==> src/rtl/sa_pkg.sv <==
// Shared types and constants for the systolic-array edge feeder.
package sa_pkg;

    localparam int FP16_W = 16;
    localparam logic [FP16_W-1:0] FP16_ZERO = '0;

    typedef enum logic [1:0] {
        IDLE  = 2'd0,
        FEED  = 2'd1,
        DRAIN = 2'd2,
        DONE  = 2'd3
    } feeder_state_t;

    // Bit position of lane 'lane' inside a flattened N*dw operand bus.
    function automatic int lane_lsb(input int lane, input int dw);
        return lane * dw;
    endfunction

endpackage

==> src/rtl/sa_skew_line.sv <==
// Fixed-depth delay line for one operand lane: carries {en, data}.
// Every stage clears on reset, so an aborted job leaves nothing behind.
module sa_skew_line
    import sa_pkg::*;
#(
    parameter int DEPTH = 1,
    parameter int DW    = FP16_W
) (
    input  logic          clk,
    input  logic          reset_n,
    input  logic          en_in,
    input  logic [DW-1:0] data_in,
    output logic          en_out,
    output logic [DW-1:0] data_out
);

    logic [DW:0] stage [DEPTH];

    // Shift the {en, data} word one stage per cycle.
    always_ff @(posedge clk or negedge reset_n) begin
        if (!reset_n) begin
            for (int s = 0; s < DEPTH; s++) begin
                stage[s] <= '0;
            end
        end else begin
            stage[0] <= {en_in, data_in};
            for (int s = 1; s < DEPTH; s++) begin
                stage[s] <= stage[s-1];
            end
        end
    end

    assign {en_out, data_out} = stage[DEPTH-1];

endmodule

==> src/rtl/sa_edge_feeder.sv <==
// Edge sequencer for the FP16 systolic array: takes one operand beat per
// cycle, skews lane i by i extra cycles and sequences a K-step job through
// feed, drain and a one-cycle done pulse.
//
// state | meaning
// ------+-------------------------------------------------------------
// IDLE  | waiting for a command; cmd_ready high
// FEED  | accepting operand beats until cmd_k have been taken
// DRAIN | flushing skew lines and MAC valid pipeline (N+1 cycles)
// DONE  | done pulse for one cycle, then back to IDLE
module sa_edge_feeder
    import sa_pkg::*;
#(
    parameter int N     = 4,
    parameter int K_MAX = 64,
    parameter int DW    = FP16_W
) (
    input  logic                         clk,
    input  logic                         reset_n,
    input  logic                         cmd_valid,
    output logic                         cmd_ready,
    input  logic [$clog2(K_MAX+1)-1:0]   cmd_k,
    input  logic                         in_valid,
    output logic                         in_ready,
    input  logic [N*DW-1:0]              in_a,
    input  logic [N*DW-1:0]              in_b,
    output logic [N*DW-1:0]              row_opA,
    output logic [N-1:0]                 row_enA,
    output logic [N-1:0]                 row_val,
    output logic [N*DW-1:0]              col_opB,
    output logic [N-1:0]                 col_enB,
    output logic                         busy,
    output logic                         done
);

    localparam int KW  = $clog2(K_MAX+1);
    localparam int DCW = $clog2(N+2);

    localparam logic [KW-1:0]  K_ONE       = KW'(1);
    localparam logic [KW-1:0]  K_LIMIT     = KW'(K_MAX);
    localparam logic [DCW-1:0] DRAIN_START = DCW'(N+1);
    localparam logic [DCW-1:0] D_ONE       = DCW'(1);
    localparam logic [DW-1:0]  BUBBLE_DATA = DW'(FP16_ZERO);

    feeder_state_t state;
    logic [KW-1:0]  k_lat;
    logic [KW-1:0]  beat_cnt;
    logic [DCW-1:0] drain_cnt;
    logic           done_q;
    logic           accept;
    logic [KW-1:0]  k_sat;

    assign cmd_ready = (state == IDLE);
    assign in_ready  = (state == FEED);
    assign busy      = (state != IDLE);
    assign accept    = in_valid && in_ready;
    assign done      = done_q;

    // Oversized requests run as K_MAX-step jobs.
    assign k_sat = (cmd_k > K_LIMIT) ? K_LIMIT : cmd_k;

    // Job sequencer: command latch, beat counting, drain timing, done pulse.
    always_ff @(posedge clk or negedge reset_n) begin
        if (!reset_n) begin
            state     <= IDLE;
            k_lat     <= '0;
            beat_cnt  <= '0;
            drain_cnt <= '0;
            done_q    <= 1'b0;
        end else begin
            done_q <= 1'b0;
            case (state)
                IDLE: begin
                    if (cmd_valid) begin
                        beat_cnt <= '0;
                        if (cmd_k == '0) begin
                            // Empty job: no operands, straight to the pulse.
                            state  <= DONE;
                            done_q <= 1'b1;
                        end else begin
                            k_lat <= k_sat;
                            state <= FEED;
                        end
                    end
                end
                FEED: begin
                    if (accept) begin
                        beat_cnt <= beat_cnt + K_ONE;
                        if (beat_cnt == k_lat - K_ONE) begin
                            drain_cnt <= DRAIN_START;
                            state     <= DRAIN;
                        end
                    end
                end
                DRAIN: begin
                    if (drain_cnt == D_ONE) begin
                        state  <= DONE;
                        done_q <= 1'b1;
                    end else begin
                        drain_cnt <= drain_cnt - D_ONE;
                    end
                end
                DONE: begin
                    state <= IDLE;
                end
                default: begin
                    state <= IDLE;
                end
            endcase
        end
    end

    // Per-lane skew: lane i gets depth i+1, bubbles carry en=0 and zero data.
    for (genvar i = 0; i < N; i++) begin : g_lane
        logic [DW-1:0] a_word;
        logic [DW-1:0] b_word;
        logic          en_a;
        logic          en_b;

        assign a_word = accept ? in_a[lane_lsb(i, DW) +: DW] : BUBBLE_DATA;
        assign b_word = accept ? in_b[lane_lsb(i, DW) +: DW] : BUBBLE_DATA;

        sa_skew_line #(
            .DEPTH (i + 1),
            .DW    (DW)
        ) u_skew_a (
            .clk      (clk),
            .reset_n  (reset_n),
            .en_in    (accept),
            .data_in  (a_word),
            .en_out   (en_a),
            .data_out (row_opA[lane_lsb(i, DW) +: DW])
        );

        sa_skew_line #(
            .DEPTH (i + 1),
            .DW    (DW)
        ) u_skew_b (
            .clk      (clk),
            .reset_n  (reset_n),
            .en_in    (accept),
            .data_in  (b_word),
            .en_out   (en_b),
            .data_out (col_opB[lane_lsb(i, DW) +: DW])
        );

        // val_MAC travels with the A operand enable.
        assign row_enA[i] = en_a;
        assign row_val[i] = en_a;
        assign col_enB[i] = en_b;
    end

endmodule

==> config.mk <==
export PLATFORM = sky130hd
export DESIGN_NAME = sa_edge_feeder
export DESIGN_NICKNAME = d
export VERILOG_FILES = /design/src/rtl/sa_pkg.sv /design/src/rtl/sa_skew_line.sv /design/src/rtl/sa_edge_feeder.sv
export SDC_FILE = /design/constraint.sdc
export NUM_CORES = 1
export LEC_CHECK = 0
export CAP_MARGIN = 20
export CORE_ASPECT_RATIO = 2
export CORE_MARGIN = 3
export CORE_UTILIZATION = 49
export CTS_CLUSTER_SIZE = 14
export DETAILED_ROUTE_END_ITERATION = 8
export PLACE_DENSITY = 0.75
export SLEW_MARGIN = 20
export SYNTH_ARGS = -nofsm -noshare
export SYNTH_HDL_FRONTEND = slang
export SYNTH_HIERARCHICAL = 1
export SYNTH_SLANG_ARGS = --single-unit
==> constraint.sdc <==
create_clock -name clk -period 2.9 [get_ports clk]
set_input_delay 0.29 -clock clk [delete_from_list [all_inputs] [get_ports clk]]
set_output_delay 0.29 -clock clk [all_outputs]
set_load 0.03 [all_outputs]
Yosys cells after proc, flatten, opt, wreduce, memory -nomap -nowiden
Index checks and enable logic that the tools add are counted.
W data, S select, Z words.

operators by class
  add/sub/neg operators = 3
  magnitude comparators = 1
  equal/unequal tests = 10
  mux-type cells = 26
  bitwise operators = 1
  reductions and logical operators = 10

operators with widths
  cell                   count
  $mux W16               8
  $mux W7                3
  $pmux W7 S2            1
  $mux W2                5
  $mux W3                3
  $pmux W2 S4            1
  $reduce_and A4 Y1      2
  $add A7 B1 Y7 const B  1
  $eq A7 B7 Y1           1
  $gt A7 B7 Y1 const B   1
  $logic_not A7 Y1       1
  $sub A7 B1 Y7 const B  1
  $ne A2 B2 Y1 const B   3
  $pmux W3 S2            1
  $reduce_and A3 Y1      2
  $reduce_bool A2 Y1     3
  $eq A2 B2 Y1 const B   2
  $ne A2 B1 Y1 const B   2
  $eq A3 B1 Y1 const B   1
  $mux W1                3
  $sub A3 B1 Y3 const B  1
  $eq A2 B1 Y1 const B   1
  $logic_not A2 Y1       1
  $pmux W1 S2            1
  other kinds (2)        2

word-level totals
  flip-flop bits (word level) = 360
  input bits = 139

Logic depth before layout (Yosys ltp)
  word-level depth = 5
  gate-level depth with buffers = 10

Cells and area by module
The synthesis kept the hierarchy.

modules (own cells, without submodules)
  module                                 times used  cells each  area each (um2)  seq. area each (um2)
  sa_skew_line (g_lane[3].u_skew_a ...)  2           84          1821.7           1701.6
  sa_skew_line (g_lane[2].u_skew_a ...)  2           67          1396.3           1276.2
  sa_edge_feeder                         1           340         2433.6           500.5
  sa_skew_line (g_lane[1].u_skew_a ...)  2           50          970.9            850.8
  sa_skew_line (g_lane[0].u_skew_a ...)  2           17          425.4            425.4

Worst setup path after synthesis
No wires, ideal clock.

  kind = register -> register
  start point = register k_lat[0]
  end point = register drain_cnt[0]
  library setup time = 0.120 ns
  data arrival time = 2.316 ns
  data required time = 2.780 ns
  path slack = 0.464 ns
  cell stages (with the launch flop) = 9
  path buffers = 1
  period minus slack after synthesis = 2.436 ns
  cells stage by stage = dfrtp_1 > inv_1 > ha_1 > clkbuf_1 > or4b_1 > a31oi_1 > o22ai_2 > or4_1 > and3_1

on the way
  cells in the longest elaborated chain, start to end = 4

ends and longest elaborated chain
  element                             line                   RTL
  from (decl)                         sa_edge_feeder.sv:46   logic [KW-1:0] k_lat;
  from (signal assigned)              sa_edge_feeder.sv:81   k_lat <= k_sat;
  $sub A7 B1 Y7                       sa_edge_feeder.sv:89   if (beat_cnt == k_lat - K_ONE) begin
  $eq A7 B7 Y1                        sa_edge_feeder.sv:89
  $ne A2 B1 Y1 (no source line)       --
  $reduce_and A4 Y1 (no source line)  --
  to (signal assigned)                sa_edge_feeder.sv:100  drain_cnt <= drain_cnt - D_ONE;
  to (decl)                           sa_edge_feeder.sv:48   logic [DCW-1:0] drain_cnt;

Every way passes these cells.
A chain may end at the register's enable or synchronous reset.

Final worst setup path
  start point = register state[1]
  end point = output port cmd_ready

on the way
  cells in the longest elaborated chain, start to end = 1

ends and longest elaborated chain
  element                 line                  RTL
  from (decl)             sa_edge_feeder.sv:45  feeder_state_t state;
  from (signal assigned)  sa_edge_feeder.sv:65  state <= IDLE;
  from (signal assigned)  sa_edge_feeder.sv:78  state <= DONE;
  from (signal assigned)  sa_edge_feeder.sv:82  state <= FEED;
  $logic_not A2 Y1        sa_edge_feeder.sv:53  assign cmd_ready = (state == IDLE);
  to (decl)               sa_edge_feeder.sv:21  output logic cmd_ready,

Every way passes these cells.

==> results.toml <==
[outcome]
outcome = "finished clean"

[setup_path]
arrival_ns = 2.35
worstSetupEndpointType = "primary output"
cp_top_family = "buffers and inverters"
slowest_stage = "clkdlybuf4s50_1"
r2r-start = "k_lat[0]"
cp.depth = 3
crit_type = "reg2out"
path_cells = "inv_1 -> ha_1 -> clkdlybuf4s50_1"
slowest_delay_ns = 0.76
startpoint_type = "flip-flop"
reg2reg_depth = 7
required_ns = 2.61
startpoint = "state[1]"
path_buf_inv = 2
cp_max_fo = 11

[clock_tree]
clockBufferDepth = 3
cts_tree = "built"
insertion_delay_ns = 0.55
cts_hold_buffers = 1
cts_htree_levels = 1
cts_setup_buffers = 0
root_buffer = "clkbuf_16"
numCtsBuffers = 31
clkSinkCount = 360
cts_resized = 0
path_clk_slew_ns = 0.07

[route]
num_vias = 6239
dr.pass1.iters = 5
drc = 0
drt_wl_total_mm = 23.7
antenna_left = 0
wl_per_cell_um = 18.8
routed_via_density = 4.95
drtIter0Drc = 302

[cells_and_area]
fin_nets = 1107
syn_to_final_growth_pct = 28.7
layout-drive-gt1-share = 0.0615
final_cells = 1260

[sta]
slew_violations = 0
slew_headroom = 0.512
hold_viol = 0
fin_crit_sh = 0.910
setup_ws_ns = 0.262
setup_viol = 0
tightestPinTransition_ns = 0.732
skew_ns = 0.0167
setup_tns_ns = 0
fmax_ghz = 0.379
rsz0062_at_grt = "no"
final.min_clock_period_ns = 2.64

[floorplan]
ioPinCount = 283
fp.dieH_um = 224
die_area_sq_mm = 0.0258
die_w_um = 115
start_util = 0.500
core_sq_mm = 0.0233
rows = 79

[placed_design]
dp_hpwl_mm = 16.6
gp_congestion = 0.846
io_buffers = 282
place_ws_ns = 0.390
dp_cells = 1210

[worst_hold_path]
hold_depth = 2
min_path_type = "in2reg"
min_from = "in_valid"

[power_and_ir_drop]
p_leak_uw = 0.00761
max-vdd-ir-drop_mv = 0.672
power_density_mw_per_mm2 = 879

[synthesis]
postSynthCellCount = 776
syn_area_per_cell_sq_um = 15.0
syn_area_sq_mm = 0.0117
synth_cell_type_count = 38
ys_warn_count = 6
ys_ff_latch = 360
seq_area_frac_synth = 0.772
syn_nets = 922

[global_routing]
grt_pass1_vias = 6654
grt_util_all_layers = 0.187
grt_max_degree = 91
grt_overflow = 0
grt_pass1_wl_mm = 36.9
antenna_found_initial = 3

[flow_run]
cap_violations = 0
==> metrics by stage <==
step / instance area (sq um) / util / total power (uW) / hold WS [ns]
2_1_floorplan: 11700 / - / 8290 / -0.00559
3_3_place_gp: 14000 / 0.601 / 9230 / 0.324
3_5_place_dp: 14000 / 0.601 / 9370 / 0.326
4_1_cts: 15000 / 0.643 / 13300 / 0.241
5_1_grt: 15000 / 0.643 / 13800 / 0.265
6_report: 15000 / 0.643 / 13200 / 0.276
==> sequential cells by signal, indices dropped and copies added, names as in the netlist, 3 cells and up <==
register / count
g_lane.u_skew_a/stage: 119
g_lane.u_skew_b/stage: 119
g_lane.u_skew_a/data_out: 48
g_lane.u_skew_b/data_out: 48
beat_cnt: 7
k_lat: 7
drain_cnt: 3
g_lane.u_skew_a/en_out: 3
g_lane.u_skew_b/en_out: 3
==> cell type report <==
cell class | instances | area [sq um]
Fill cell | 1657 | 8320
Antenna cell | 2 | 5.00
Inverter | 20 | 75.1
Clock buffer | 43 | 891
Multi-Input combinational cell | 253 | 1650
Timing Repair Buffer | 295 | 2950
Clock inverter | 4 | 76.3
Sequential cell | 360 | 9010
Tap cell | 283 | 354
==> synthesized netlist by cell type, drive strengths merged <==
master | n | area share
o311ai | 1 | 0.00075
o2111ai | 1 | 0.00075
nand2 | 15 | 0.0048
o211ai | 1 | 0.00064
nand2b | 3 | 0.0016
nor2 | 10 | 0.0032
ha | 7 | 0.0075
a221o | 1 | 0.00086
xnor2 | 4 | 0.0030
a32o | 1 | 0.00086
a22o | 3 | 0.0023
a31oi | 5 | 0.0027
nor3 | 5 | 0.0021
o21ai | 6 | 0.0026
nand4 | 1 | 0.00054
inv | 20 | 0.0064
or2 | 2 | 0.0013
a211oi | 1 | 0.00064
dfrtp | 360 | 0.77
o22ai | 1 | 0.0011
nor2b | 3 | 0.0016
a221oi | 1 | 0.00075
nand4b | 1 | 0.00075
buf | 108 | 0.070
or4 | 4 | 0.0026
o31ai | 10 | 0.0064
nand3b | 2 | 0.0013
a21oi | 4 | 0.0017
or3 | 3 | 0.0016
mux2i | 4 | 0.0034
clkbuf | 35 | 0.011
nand3 | 12 | 0.0051
nor4 | 1 | 0.00054
xor2 | 7 | 0.0053
and2 | 2 | 0.0011
or4b | 2 | 0.0017
and3 | 129 | 0.069
==> path summary, 6_finish.rpt <==
check / to / slack, ns
max in group asynchronous: g_lane[3].u_skew_a/stage[24] / 1.71
min in group asynchronous: g_lane[2].u_skew_a/en_out / 0.29
setup / recovery: cmd_ready / 0.26
setup reg to reg: drain_cnt[0] / 0.39
hold / removal: g_lane[0].u_skew_b/stage[15] / 0.28
hold reg to reg: g_lane[3].u_skew_b/stage[45] / 0.34
==> cell families after synthesis <==
logic type,share of synthesized area
and+or+nand+nor,0.0991
xor gates and xnor gates,0.00826
muxes,0.00343
DFF,0.772
buffers and inverters,0.0872
AOI/OAI and AO/OA,0.0220
adders and majority gates,0.00751
==> report_power, final <==
group | internal [uW] | switching (uW) | total (uW)
sequential | 5820 | 322 | 6140
clock | 2290 | 1640 | 3930
combinational | 1260 | 1860 | 3130
==> placed cells by master, fill, tap and decap left out, types with 7 or more instances in the layout <==
master and count:
nor2_1 10, clkdlybuf4s50_1 280, and3_1 129, clkbuf_8 7, o31ai_1 10, xor2_1 7
inv_1 20, buf_4 11, nand2_1 15, clkbuf_16 31, dfrtp_1 360, nand3_1 12
==> metal layers <==
layer	vias up	track usage	wire length, um
li1	2816	-	-
met1	3144	0.202	7910
met2	217	0.339	13300
met3	58	0.0495	1620
met4	4	0.0754	836
met5	-	0	27
No activity file was read; power rests on OpenSTA's default activity.
